==> src/rtl/lsu_dmem_if.sv <==
// Load/store unit between the MEM stage and the data-memory port.
// Aligns MEM-stage accesses onto 4 byte lanes. Drives the proc_req/mem_rdy/valid
// handshake and stalls the pipeline while an access is outstanding.
// Returns formatted load data.
//
// state | meaning
// IDLE  | no access outstanding; alignment checked, aligned request latched
// REQ   | proc_req high, waiting for mem_rdy
// WAIT  | load accepted, waiting for valid read data
// DONE  | one-cycle completion; pipeline advances, ld_valid/bus_err pulse
//
// nbits is fixed at 32: the lane logic assumes exactly four byte lanes.
module lsu_dmem_if #(
   parameter int nbits   = 32,
   parameter int TIMEOUT = 255
) (
   input  logic             clk,
   input  logic             rst,
   input  logic             req_valid,
   input  logic             req_we,
   input  logic [1:0]       req_size,
   input  logic             req_unsigned,
   input  logic [nbits-1:0] req_addr,
   input  logic [nbits-1:0] req_wdata,
   output logic             stall,
   output logic [nbits-1:0] ld_data,
   output logic             ld_valid,
   output logic             misalign,
   output logic             bus_err,
   output logic             proc_req,
   output logic             we,
   output logic [nbits-1:0] addr,
   output logic [nbits-1:0] wdata,
   output logic [3:0]       be,
   input  logic             mem_rdy,
   input  logic             valid,
   input  logic [nbits-1:0] rdata
);

   typedef enum logic [1:0] {
      S_IDLE = 2'd0,
      S_REQ  = 2'd1,
      S_WAIT = 2'd2,
      S_DONE = 2'd3
   } state_t;

   localparam logic [7:0] TMO = 8'(TIMEOUT);

   state_t             state_q, state_d;
   logic               we_q;
   logic [1:0]         size_q;
   logic               uns_q;
   logic [1:0]         lane_q;
   logic [nbits-1:0]   addr_q;
   logic [nbits-1:0]   wdata_q;
   logic [3:0]         be_q;
   logic [nbits-1:0]   ld_data_q;
   logic               err_q;
   logic [7:0]         cnt_q;

   logic               aligned;
   logic               start;
   logic               expire;
   logic [7:0]         cnt_inc;
   logic [3:0]         be_new;
   logic [nbits-1:0]   wdata_new;
   logic [7:0]         byte_sel;
   logic [15:0]        half_sel;
   logic [nbits-1:0]   ld_fmt;

   // Alignment check and lane mapping of the incoming MEM-stage request
   always_comb begin
      aligned   = 1'b0;
      be_new    = 4'b0000;
      wdata_new = req_wdata;
      case (req_size)
         2'b00: begin
            aligned   = 1'b1;
            be_new    = 4'b0001 << req_addr[1:0];
            wdata_new = {4{req_wdata[7:0]}};
         end
         2'b01: begin
            aligned   = ~req_addr[0];
            be_new    = req_addr[1] ? 4'b1100 : 4'b0011;
            wdata_new = {2{req_wdata[15:0]}};
         end
         2'b10: begin
            aligned   = (req_addr[1:0] == 2'b00);
            be_new    = 4'b1111;
            wdata_new = req_wdata;
         end
         default: begin
            aligned   = 1'b0;
            be_new    = 4'b0000;
            wdata_new = req_wdata;
         end
      endcase
   end

   // Load data lane extraction and sign/zero extension
   always_comb begin
      byte_sel = rdata[{lane_q, 3'b000} +: 8];
      half_sel = lane_q[1] ? rdata[31:16] : rdata[15:0];
      case (size_q)
         2'b00:   ld_fmt = uns_q ? {24'b0, byte_sel} : {{24{byte_sel[7]}}, byte_sel};
         2'b01:   ld_fmt = uns_q ? {16'b0, half_sel} : {{16{half_sel[15]}}, half_sel};
         default: ld_fmt = rdata;
      endcase
   end

   assign start   = (state_q == S_IDLE) && req_valid && aligned;
   assign cnt_inc = cnt_q + 8'd1;
   // Expiry fires in the cycle that would complete the TIMEOUT-th REQ/WAIT cycle
   assign expire  = (TIMEOUT != 0) && (cnt_inc == TMO);

   // State register
   always_ff @(posedge clk) begin
      if (rst) state_q <= S_IDLE;
      else     state_q <= state_d;
   end

   // Next-state logic; handshake inputs take priority over expiry
   always_comb begin
      state_d = state_q;
      case (state_q)
         S_IDLE: if (start) state_d = S_REQ;
         S_REQ: begin
            if (mem_rdy)     state_d = we_q ? S_DONE : S_WAIT;
            else if (expire) state_d = S_DONE;
         end
         S_WAIT: begin
            if (valid)       state_d = S_DONE;
            else if (expire) state_d = S_DONE;
         end
         S_DONE: state_d = S_IDLE;
         default: state_d = S_IDLE;
      endcase
   end

   // Request latch, timeout counter and load-data capture
   always_ff @(posedge clk) begin
      if (rst) begin
         we_q      <= 1'b0;
         size_q    <= 2'b00;
         uns_q     <= 1'b0;
         lane_q    <= 2'b00;
         addr_q    <= '0;
         wdata_q   <= '0;
         be_q      <= 4'b0000;
         ld_data_q <= '0;
         err_q     <= 1'b0;
         cnt_q     <= 8'd0;
      end else begin
         case (state_q)
            S_IDLE: begin
               if (start) begin
                  we_q    <= req_we;
                  size_q  <= req_size;
                  uns_q   <= req_unsigned;
                  lane_q  <= req_addr[1:0];
                  addr_q  <= {req_addr[nbits-1:2], 2'b00};
                  wdata_q <= wdata_new;
                  be_q    <= be_new;
                  err_q   <= 1'b0;
                  cnt_q   <= 8'd0;
               end
            end
            S_REQ: begin
               cnt_q <= cnt_inc;
               if (!mem_rdy && expire) begin
                  err_q     <= 1'b1;
                  ld_data_q <= '0;
               end
            end
            S_WAIT: begin
               cnt_q <= cnt_inc;
               if (valid) begin
                  ld_data_q <= ld_fmt;
               end else if (expire) begin
                  err_q     <= 1'b1;
                  ld_data_q <= '0;
               end
            end
            default: ;
         endcase
      end
   end

   // Output decode from state and latched request
   always_comb begin
      proc_req = (state_q == S_REQ);
      stall    = start || (state_q == S_REQ) || (state_q == S_WAIT);
      ld_valid = (state_q == S_DONE) && !we_q && !err_q;
      bus_err  = (state_q == S_DONE) && err_q;
      misalign = (state_q == S_IDLE) && req_valid && !aligned;
      we       = we_q;
      addr     = addr_q;
      wdata    = wdata_q;
      be       = be_q;
      ld_data  = ld_data_q;
   end

endmodule

==> config.mk <==
export PLATFORM = sky130hd
export DESIGN_NAME = lsu_dmem_if
export DESIGN_NICKNAME = d
export VERILOG_FILES = /design/src/rtl/lsu_dmem_if.sv
export SDC_FILE = /design/constraint.sdc
export NUM_CORES = 1
export LEC_CHECK = 0
export ABC_AREA = 1
export CORE_MARGIN = 5
export CORE_UTILIZATION = 35
export CTS_CLUSTER_DIAMETER = 200
export DETAILED_ROUTE_END_ITERATION = 7
export PLACE_DENSITY = 0.76
export SYNTH_ARGS = -nofsm -noshare
export SYNTH_HDL_FRONTEND = slang
export SYNTH_SLANG_ARGS = --single-unit
export TNS_END_PERCENT = 30
==> constraint.sdc <==
create_clock -name clk -period 2.9 [get_ports clk]
set_input_delay 0.58 -clock clk [delete_from_list [all_inputs] [get_ports clk]]
set_output_delay 0.58 -clock clk [all_outputs]
set_load 0.01 [all_outputs]
=== After elaboration in Yosys (flattened, before gate mapping) ===
Cells that the tools add are included.
Widths: inputs -> output; s select.

* Register bits after elaboration: 115
* Input port bits: 105
* Word-level logic and storage cells: 77

* $add $sub $neg: 1
* Eq/ne operators: 12
* Shift operators: 2
* Muxes and demuxes: 25
* Bitwise gates (word level): 1
* Reduce and logical (&&, ||, !) cells: 25

{| class="wikitable"
|+ Operators with widths
! cell !! number
|-
| $pmux 32 s2 || 3
|-
| $mux 32 || 5
|-
| $shiftx 32x6->8 || 1
|-
| $mux 16 || 1
|-
| $pmux 8 s2 || 1
|-
| $pmux 4 s3 || 1
|-
| $add 8x1->8 const B || 1
|-
| $eq 8x8->1 const B || 1
|-
| $logic_not 2->1 || 4
|-
| $mux 2 || 4
|-
| $mux 8 || 1
|-
| $pmux 2 s4 || 1
|-
| $logic_and 1x1->1 || 7
|-
| $eq 2x1->1 const B || 3
|-
| $eq 2x2->1 const B || 3
|-
| $ne 2x2->1 const B || 3
|-
| $pmux 1 s3 || 2
|-
| $mux 1 || 5
|-
| $reduce_and 5->1 || 1
|-
| $logic_not 1->1 || 4
|-
| $mux 4 || 1
|-
| $reduce_and 2->1 || 2
|-
| $reduce_bool 2->1 || 2
|-
| $shl 1x2->4 const A || 1
|-
| other kinds (7) || 8
|}

=== Longest topological paths before layout ===
* Depth in word-level cells: 5
* Gate-level depth with buffers: 14
* Gate-level depth less buffers: 13

=== Worst setup path after synthesis ===
Ideal clock, no wire load.

* Path kind: input-to-output
* Start: in req_size[0]
* End: out stall
* Arrival time: 1.524 ns
* Data required time: 2.320 ns
* Slack: 0.796 ns
* Stages: 6
* Path through: nor2_2 -> inv_1 -> o211ai_1 -> nand2_2 -> clkbuf_1 -> nand3_1

* Cells in the longest elaborated chain, start to end: 5
* Elaborated cells on any way between the ends: 7

{| class="wikitable"
|+ RTL lines
! element !! line !! source
|-
| start: declaration || 21 || <nowiki>input logic [1:0] req_size,</nowiki>
|-
| $eq 2x2->1 (tied with other cells) || 76 || <nowiki>case (req_size)</nowiki>
|-
| $pmux 1 s3 (*) || 76 ||
|-
| $logic_and 1x1->1 (*) || 111 || <nowiki>assign start = (state_q == S_IDLE) && req_valid && aligned;</nowiki>
|-
| $logic_or 1x1->1 (*) (2 in a row) || 192 || <nowiki>stall = start || (state_q == S_REQ) || (state_q == S_WAIT);</nowiki>
|-
| end: declaration || 25 || <nowiki>output logic stall,</nowiki>
|}

Mark *: on every way between the ends. The rest lies on a longest branch, timed or not.

=== Worst setup path in the final report ===
* Start: in req_size[0]
* End: out misalign

* Cells in the longest elaborated chain, start to end: 4
* Elaborated cells on any way between the ends: 6

{| class="wikitable"
|+ RTL lines
! element !! line !! source
|-
| $eq 2x2->1 (tied with other cells) || 76 ||
|-
| $pmux 1 s3 (*) || 76 ||
|-
| $logic_not 1->1 (*) || 195 || <nowiki>misalign = (state_q == S_IDLE) && req_valid && !aligned;</nowiki>
|-
| $logic_and 1x1->1 (*) || 195 ||
|-
| end: declaration || 28 || <nowiki>output logic misalign,</nowiki>
|}

Marked as above.

==> results_dict.tcl <==
set metrics [dict create \
    dpl.hpwl_mm 14.46 \
    final_max_slew_viol_count 0 \
    dr.pass1.iters 5 \
    seq_area_frac_synth_pct 39.08 \
    rrSetupSlack_ns 0.44 \
    fin_nets 1202 \
    path_clk_slew_ns 0.06 \
    drt_iter0_drc 467 \
    clock_latency_ns 0.42 \
    core_area_um2 16520 \
    die_y_um 139.7 \
    critPathTopFamily "buffers and inverters" \
    grt_pass1_vias 6070 \
    path_buf_inv 3 \
    yosys_most_used_dff "dfxtp_1" \
    synth_area_um2 5891 \
    cp-end-kind "output port" \
    root_buffer "clkbuf_16" \
    slew_headroom_pct 57.04 \
    diodes 0 \
    hold_depth 2 \
    avgSynthCellArea_um2 6.679 \
    routabilityCongestion 0.8904 \
    via_count 6414 \
    cp_max_fo 3 \
    fin_worst_skew_ns 0.008295 \
    max_freq_mhz 355.9 \
    rsz0062_at_grt "false" \
    synth_largest_area_cell "dfxtp_1" \
    cp_data_required_time_ns 2.32 \
    ant_nets 0 \
    final_common_cell "nand2_1" \
    rows 47 \
    start_kind "input port" \
    clock_path_buffers 2 \
    synth_edf_count 0 \
    dpl.cell_count 1290 \
    total_power_mw 5.568 \
    drv_cap 0 \
    grt_util_all_layers_pct 19.49 \
    crit_chain "clkdlybuf4s50_1 -> inv_1 -> nand3_1 -> o211ai_1 -> nor2_2 -> clkdlybuf4s50_1" \
    die_w_um 139.7 \
    crit_path_max_incr_delay_ns 0.58 \
    cts_tree "yes" \
    timing.rr.start "cnt_q[1]" \
    p_per_area_nw_per_um2 633.3 \
    layout_common_cells "nand2_1, clkdlybuf4s50_1, inv_1, dfxtp_1, a21oi_1" \
    wl_per_cell_um 14.82 \
    post-route-period-util_pct 96.88 \
    ys_ff_latch 115 \
    hold_end "addr[13]" \
    cp_data_arrival_time_ns 2.23 \
    grt_max_degree 59 \
    period_needed_ns 2.810 \
    synth_top_area_share_pct 39.08 \
    reg2reg_depth 13 \
    drc 0 \
    crit_slowest_cell "clkdlybuf4s50_1" \
    grt_pass1_wl_mm 30.77 \
    ir_drop_uv 394.5 \
    overflow 0 \
    yosys-top-cells-area "dfxtp_1, nand2_1, a21oi_1, inv_1, o21ai_0" \
    reg2reg_to "ld_data[6]" \
    finalSetupViolCount 0 \
    p_leak_nw 3.657 \
    antenna_found_initial 0 \
    start_util_pct 35.65 \
    cts.sinks 115 \
    syn_to_final_growth_pct 49.28 \
    syn_inst 882 \
    io_pins 211 \
    worstHoldPathType "reg2reg" \
    drt-total-wl_mm 19.59 \
    min-delay-start "addr[13]" \
    crit_path_frequent_cell "clkdlybuf4s50_1" \
    fin_tns_setup_ns 0 \
    numCtsBuffers 17 \
    finalHoldViolCount 0 \
    portBuffers 208 \
    crit_type "in2out" \
    outcome "finished, final reports clean" \
    ys_types 31 \
    synthArstFlopShare_pct 0 \
    layout.cells.non_filler 1322 \
    drive_gt1_share_pct 9.710 \
    h-tree-depth 4 \
    die_area_um2 19520 \
    tightest_slew_ns 0.6443 \
    yosys_warnings 0 \
    vias_per_cell 4.852 \
    holdBufCountCts 0 \
]
## cell usage after synthesis (all sizes together), types with 7 or more instances
library cell / number
o221ai: 7
ha: 8
buf: 26
or2: 19
nor2: 54
o211ai: 8
o21ai: 59
nand4: 28
nand3: 35
mux2i: 7
dfxtp: 115
nand2: 264
a21oi: 99
clkbuf: 28
inv: 116
## through the flow
stage / worst slack (ns) / cell area, um2 / util, % / hold slack (ns)
after floorplan: 0.7963 / 5894 / - / 0.4528
after global placement: 0.04893 / 8214 / 49.71 / 0.4509
after detailed placement: 0.04207 / 8214 / 49.71 / 0.4562
after CTS: 0.04040 / 8788 / 53.18 / 0.4649
after global routing: 0.009118 / 8793 / 53.21 / 0.4779
final: 0.09045 / 8793 / 53.21 / 0.4620
## cells by family after synthesis
| group | Yosys count | synth area share (%) |
|---|---|---|
| flip-flops | 115 | 39.08 |
| adder cells (fa/ha/maj) | 8 | 1.699 |
| AO/OA/AOI/OAI | 176 | 15.87 |
| buffers and inverters | 171 | 12.21 |
| multiplexers | 7 | 1.190 |
| AND/OR/NAND/NOR | 404 | 29.89 |
| other | 1 | 0.06366 |
## per-layer routing
| metal | GRT usage (%) | vias up | part of all wire, % |
|---|---|---|---|
| met4 | 8.057 | 0 | 3.4 |
| met5 | 0 | - | 0 |
| li1 | - | 3225 | - |
| met1 | 22.78 | 2840 | 40 |
| met2 | 31.02 | 300 | 45 |
| met3 | 8.851 | 49 | 12 |
## tightest hold or removal path, cell delays in order (launching register included)
cell	delay, ns
dfxtp_1	0.31
nand2_1	0.06
a21oi_1	0.05
## final cells by class
type	count	area, um2
fill	1580	7731
clock buffer	17	425.4
sequential	115	2302
clock inverter	15	148.9
timing repair buffer	241	2327
multi-input combinational	597	2875
tap	220	275.3
inverter	117	439.2
## flip-flops by register name, summed over array words and instances (netlist names)
signal,count
addr,30
be,4
cnt_q,8
err_q,1
lane_q,2
ld_data,32
size_q,2
state_q,2
uns_q,1
wdata,32
we,1
## worst max-delay path by stage
stage                startpoint        to  slack (ns)  depth (start not counted)
floorplan           req_size[0]     stall        0.80                          6
global placement    req_size[0]     stall        0.05                          7
detailed placement  req_size[0]     stall        0.04                          7
CTS                 req_size[0]  misalign        0.04                          6
global route        req_size[0]  misalign       0.009                          6
finish              req_size[0]  misalign        0.09                          6
## where the power goes
part	internal (mW)	switching, mW
registers	1.78	0.106
clock network	1.20	0.842
logic	0.773	0.868
## what timing repair did
item                       4_1_cts  5_1_grt
resized for setup                0        2
setup buffers                    0        0
setup endpoints to repair        0        2
Power figures use the tool's default switching activity.
